**config.mk**
```make
export PLATFORM = sky130hd
export DESIGN_NAME = fetch_sequencer
export DESIGN_NICKNAME = d
export VERILOG_FILES = /design/src/rtl/fetch_sequencer.sv
export SDC_FILE = /design/constraint.sdc
export NUM_CORES = 1
export LEC_CHECK = 0
export BUFFER_PORTS_ARGS = -buffer_cell sky130_fd_sc_hd__buf_2
export CAP_MARGIN = 20
export CORE_AREA = 3 3 153 118
export CTS_BUF_LIST = sky130_fd_sc_hd__clkbuf_8
export CTS_CLUSTER_DIAMETER = 150
export DETAILED_ROUTE_END_ITERATION = 6
export DIE_AREA = 0 0 156 121
export PLACE_DENSITY_LB_ADDON = 0.1
export REMOVE_ABC_BUFFERS = 1
export SYNTH_ARGS = -nofsm -noshare
export SYNTH_HDL_FRONTEND = slang
export SYNTH_SLANG_ARGS = --single-unit
```
**constraint.sdc**
```tcl
create_clock -name CLOCK_50 -period 4.54 [get_ports CLOCK_50]
set_clock_uncertainty 0.1 [all_clocks]
set_input_delay 0.454 -clock CLOCK_50 [delete_from_list [all_inputs] [get_ports CLOCK_50]]
set_output_delay 0.454 -clock CLOCK_50 [all_outputs]
set_load 0.01 [all_outputs]
```
**src/rtl/fetch_sequencer.sv**
```systemverilog
// Instruction fetch/decode sequencer: fetches into an instruction register, exposes its fields to
// control, and resolves the next PC from jump/branch flags when control strobes pc_write.
module fetch_sequencer #(
  parameter logic [31:0] RESET_PC      = 32'h0000_0000,
  parameter int unsigned FETCH_TIMEOUT = 16
) (
  input  logic        CLOCK_50,
  input  logic        Reset,
  input  logic        Run,
  output logic [31:0] imem_addr,
  output logic        imem_req,
  input  logic [31:0] imem_data,
  input  logic        imem_valid,
  output logic [5:0]  opcode,
  output logic [5:0]  funct,
  output logic [4:0]  rs_addr,
  output logic [4:0]  rt_addr,
  output logic [4:0]  rd_addr,
  output logic [4:0]  shamt,
  output logic [15:0] imm,
  output logic        instr_valid,
  input  logic        pc_write,
  input  logic        jump,
  input  logic        jal,
  input  logic        jr,
  input  logic        brancheq,
  input  logic        branchnotequal,
  input  logic        branchgreaterthan,
  input  logic        branchlessthan,
  input  logic        branchlessthanorequal,
  input  logic        branchgreaterthanorequal,
  input  logic        zero,
  input  logic        lt,
  input  logic [31:0] rs_data,
  output logic [31:0] pc_out,
  output logic [31:0] pcp4,
  output logic [31:0] instr_count,
  output logic        fault
);

  localparam int unsigned TW = $clog2(FETCH_TIMEOUT + 1);
  localparam logic [TW-1:0] TIMER_LAST = TW'(FETCH_TIMEOUT - 1);

  typedef enum logic [1:0] {
    S_IDLE   = 2'd0,
    S_FETCH  = 2'd1,
    S_DECODE = 2'd2
  } state_t;

  state_t        state_q, state_d;
  logic [31:0]   pc_q, pc_d;
  logic [31:0]   ir_q, ir_d;
  logic [31:0]   cnt_q, cnt_d;
  logic          fault_q, fault_d;
  logic [TW-1:0] timer_q, timer_d;

  logic          taken;
  logic [31:0]   pc_plus4;
  logic [31:0]   next_pc;
  logic          jr_misaligned;

  assign pc_plus4      = pc_q + 32'd4;
  assign jr_misaligned = jr && (rs_data[1:0] != 2'b00);

  always_comb begin
    taken = (brancheq                 &&  zero)
          | (branchnotequal           && !zero)
          | (branchgreaterthan        && !lt && !zero)
          | (branchlessthan           &&  lt)
          | (branchlessthanorequal    && (lt || zero))
          | (branchgreaterthanorequal && !lt);

    next_pc = pc_plus4;
    if (jr)
      next_pc = {rs_data[31:2], 2'b00};
    else if (jump || jal)
      next_pc = {pc_plus4[31:28], ir_q[25:0], 2'b00};
    else if (taken)
      next_pc = pc_plus4 + {{14{ir_q[15]}}, ir_q[15:0], 2'b00};
  end

  always_comb begin
    state_d = state_q;
    pc_d    = pc_q;
    ir_d    = ir_q;
    cnt_d   = cnt_q;
    fault_d = fault_q;
    timer_d = timer_q;
    case (state_q)
      S_IDLE: begin
        timer_d = '0;
        if (Run && !fault_q) state_d = S_FETCH;
      end
      S_FETCH: begin
        if (imem_valid) begin
          ir_d    = imem_data;
          timer_d = '0;
          state_d = S_DECODE;
        end else if (timer_q == TIMER_LAST) begin
          fault_d = 1'b1;
          timer_d = '0;
          state_d = S_IDLE;
        end else begin
          timer_d = timer_q + TW'(1);
        end
      end
      S_DECODE: begin
        if (pc_write) begin
          pc_d  = next_pc;
          cnt_d = cnt_q + 32'd1;
          // A misaligned jr still commits the aligned PC, then parks the sequencer.
          if (jr_misaligned) begin
            fault_d = 1'b1;
            state_d = S_IDLE;
          end else begin
            state_d = Run ? S_FETCH : S_IDLE;
          end
        end
      end
      default: state_d = S_IDLE;
    endcase
  end

  always_ff @(posedge CLOCK_50 or negedge Reset) begin
    if (!Reset) begin
      state_q <= S_IDLE;
      pc_q    <= RESET_PC;
      ir_q    <= '0;
      cnt_q   <= '0;
      fault_q <= 1'b0;
      timer_q <= '0;
    end else begin
      state_q <= state_d;
      pc_q    <= pc_d;
      ir_q    <= ir_d;
      cnt_q   <= cnt_d;
      fault_q <= fault_d;
      timer_q <= timer_d;
    end
  end

  assign imem_addr   = pc_q;
  assign imem_req    = (state_q == S_FETCH);
  assign instr_valid = (state_q == S_DECODE);
  assign opcode      = ir_q[31:26];
  assign rs_addr     = ir_q[25:21];
  assign rt_addr     = ir_q[20:16];
  assign rd_addr     = ir_q[15:11];
  assign shamt       = ir_q[10:6];
  assign funct       = ir_q[5:0];
  assign imm         = ir_q[15:0];
  assign pc_out      = pc_q;
  assign pcp4        = pc_plus4;
  assign instr_count = cnt_q;
  assign fault       = fault_q;

endmodule

```
==> summary.txt <==
Status
  – Status: finished clean

Timing
  – Final Hold Vio Count: 0
  – Fin worst setup slack: around 0.34 ns
  – Tmin final: around 4.2 ns
  – Fmax: ~240 MHz
  – Worst Hold Slack: between 0.03 and 0.04 ns
  – Least-Margin Pin Slew: ~0.9 ns
  – Final Max Slew Viols: 0
  – RSZ-0062 raised after global routing: false
  – Setup TNS: 0 ns
  – Slew HR: between 30% and 40%
  – Final-report setup violation count: 0
  – Fin crit share: roughly 90%

Layout
  – Number of fill cells: 1,636
  – Final Cell Area: 0.00875 mm²
  – Commonest non-fill, non-tap cell in the layout: buf_2
  – Commonest non-fill, non-tap cells in the layout: 251 x buf_2, 102 x dfrtp_1, 86 x nand2_1
  – Sequential Area: roughly 0.0026 mm²
  – Antenna Diode Count: 0
  – Layout cells sized above 1: 33.0%
  – Synth-to-Final Area Change: 18.1%
  – Multi-input gate area: 0.00430 mm²
  – Nets: 1,158

Synth
  – Post-Syn Instances: ~840
  – Count of distinct cell types in the synthesized netlist: approximately 70
  – Syn_area_per_cell: between 8 and 9 µm²
  – Post-synth EDFFs: 0
  – Number of synthesized register bits: slightly above 100
  – Simple-Gate Fraction of Synth Area: 18.0%
  – Post-synthesis mux area share: ~5%
  – Adder and majority gate portion of the synthesized area: under 10%
  – Main combinational cell family by area after synthesis: compound AO/OA/AOI/OAI gates
  – Top FF cell, synth: dfrtp_1
  – Yosys warnings: 0
  – Ys async rst share: between 90% and 100%
  – Synth Area in Compound Gates: approximately 18%
  – Mapped Area: 0.00741 mm²
  – XOR/XNOR Fraction of Synth Area: under 10%
  – Register area share after synthesis: 34.4%

Floorplanning
  – Core ar.: about 0.017 mm²
  – I/O pins: roughly 260
  – Die height: 121 µm
  – Die Wd: roughly 160 µm
  – Initial Utilization: 44.4%
  – Die area: between 0.015 and 0.02 mm²
  – Rows: 41

Clock network
  – CTS tree: built
  – Max clock buf depth: 2
  – Clk Latency, worst-skew pair: 0.40 ns
  – Clk sink count: ~100
  – Post-CTS Setup Repair Bufs: 0
  – Clk root buf: clkbuf_8
  – Clock transition at path regs: between 0.1 and 0.15 ns
  – CTS buffer count: 9
  – H-tree levels: 3

Setup path
  – Crit Path Class: flip-flop to flip-flop
  – Worst-path maximum fanout: 8
  – R2R cell count: 15
  – Reg2reg start: imem_addr[8]
  – R2R setup slack: 0.34 ns
  – CP Capture Type: flip-flop
  – Crit path required time: 4.74 ns
  – Setup crit start kind: flip-flop
  – R2R Path End: imem_addr[31]
  – Arrival time worst endpoint: roughly 4.4 ns

Place
  – Pre-CTS setup slack: a little over 0.4 ns
  – DP HPWL: about 18,000 µm
  – PortBufs: about 250
  – Global placer's final weighted congestion: between 0.9 and 1
  – Area after DPL: 0.00852 mm²

Drt
  – Final ANT Viol Nets: 0
  – Via/cell ratio: 5.51
  – Residual DRC count: 0
  – Wirelength per Cell: about 19 µm
  – Vias: just under 7,000
  – Router iterations before antenna repair: 5
  – Initial DRC count: around 480
  – DRT Wirelength: roughly 24,000 µm

Flow run
  – MaxCap Viol Count: 0

Power
  – Switching portion of total power: 51.0%
  – PD cells: roughly 750 mW/mm²
  – Int Pwr: approximately 3200 µW
  – Gate power share: about two thirds
  – Leakage: roughly 0.0043 µW
  – Clock share of power: under 10%
  – Psw: 3330 µW
  – Peak VDD IR: 0.000388 V
  – Reg power frac: 25.8%

Global routing
  – Pin count of the biggest net entering global routing: between 60 and 70
  – Vias in the first global route: ~6,500
  – Grt total ovfl: 0
  – Initial antenna violation count: 1
  – Global Route Usage Sum: 25.3%
  – First-pass GRT wire length: approximately 37,000 µm

Worst hold path
  – Hold Path Class: input pin to asynchronous set/reset pin
==> flip-flops by register name, summed over array words and instances, names as in the netlist <==
signal	cells
fault	1
imem_addr	30
instr_count	32
ir_q	32
state_q	2
timer_q	5
==> synth_stat cells (19+ instances only) <==
cell type / number / share of area, %
a21oi_1: 65 / 4.4
and3_1: 21 / 1.8
buf_4: 55 / 5.6
dfrtp_1: 102 / 34
ha_1: 39 / 6.6
mux2_2: 32 / 4.9
nand2_1: 87 / 4.4
nand3_1: 35 / 2.4
nand4_1: 19 / 1.6
nor2_1: 59 / 3.0
o21ai_0: 53 / 3.6
xnor2_1: 53 / 6.3
xor2_1: 27 / 3.2
==> per-stage QoR <==
step	total power, µW	utilization, %	instances
final	6530	52.5	1258
after global routing	7100	52.5	1258
after CTS	6510	52.4	1258
after detailed placement	5860	51.1	1242
after global placement	5900	51.1	1242
after floorplan	4340	-	761
==> worst max-delay path by stage <==
stage	startpoint	to	cells after the start
6_report	imem_addr[8]	imem_addr[31]	15
5_1_grt	imem_addr[8]	imem_addr[31]	15
2_1_floorplan	imem_addr[8]	imem_addr[31]	15
3_3_place_gp	imem_addr[4]	imem_addr[27]	14
4_1_cts	imem_addr[4]	imem_addr[27]	14
3_5_place_dp	imem_addr[4]	imem_addr[31]	15
==> cells by family after synthesis <==
| family | count (synthesis) |
|---|---|
| buffers and inverters | 93 |
| flip-flops | 102 |
| adder cells (fa/ha/maj) | 40 |
| XOR/XNOR | 80 |
| AND/OR/NAND/NOR | 277 |
| multiplexers | 33 |
| AO/OA/AOI/OAI | 212 |
| other | 1 |
==> final cells by class <==
type                    count  area share [%]
repair buffers            266            15.6
clock buffers               9            1.42
well taps                 215            3.08
flip-flops and latches    102            29.2
clock inverters             7            1.03
inverters                  11           0.472
multi-input cells         648            49.2
==> power by group through the flow <==
| stage | Sequential (µW) | Clock, µW | Combinational (µW) |
|---|---|---|---|
| after floorplan | 1810 | 0 | 2530 |
| after global placement | 1700 | 0 | 4200 |
| after detailed placement | 1700 | 0 | 4160 |
| after CTS | 1680 | 639 | 4190 |
| after global routing | 1750 | 676 | 4680 |
| final | 1690 | 618 | 4220 |
==> timing repair <==
action	in CTS	in global routing
hold buffers	0	0
resized for setup	0	2
setup endpoints to repair	0	2
==> routing by layer <==
layer / part of all wire, % / track usage (%) / vias up
met4: 1.2 / 5.52 / 2
met2: 43 / 36.6 / 235
met1: 48 / 37.8 / 3317
li1: - / - / 3354
met3: 7.2 / 6.67 / 27
met5: 0.054 / 0 / -
==> critical path, cell delays in order, from the launching register on <==
cell and delay, ns:
dfrtp_1 0.48, and4_1 0.27, nand3_1 0.18, or2_2 0.39
nor2_1 0.14, xor2_1 0.32, ha_1 0.39, a21oi_2 0.19
o21ai_0 0.13, o41ai_1 0.43, o22ai_1 0.19, nor3_2 0.20
nor3_2 0.07, xor2_1 0.16, and3_1 0.25, o31ai_2 0.21
No activity file was read; power rests on OpenSTA's default activity.
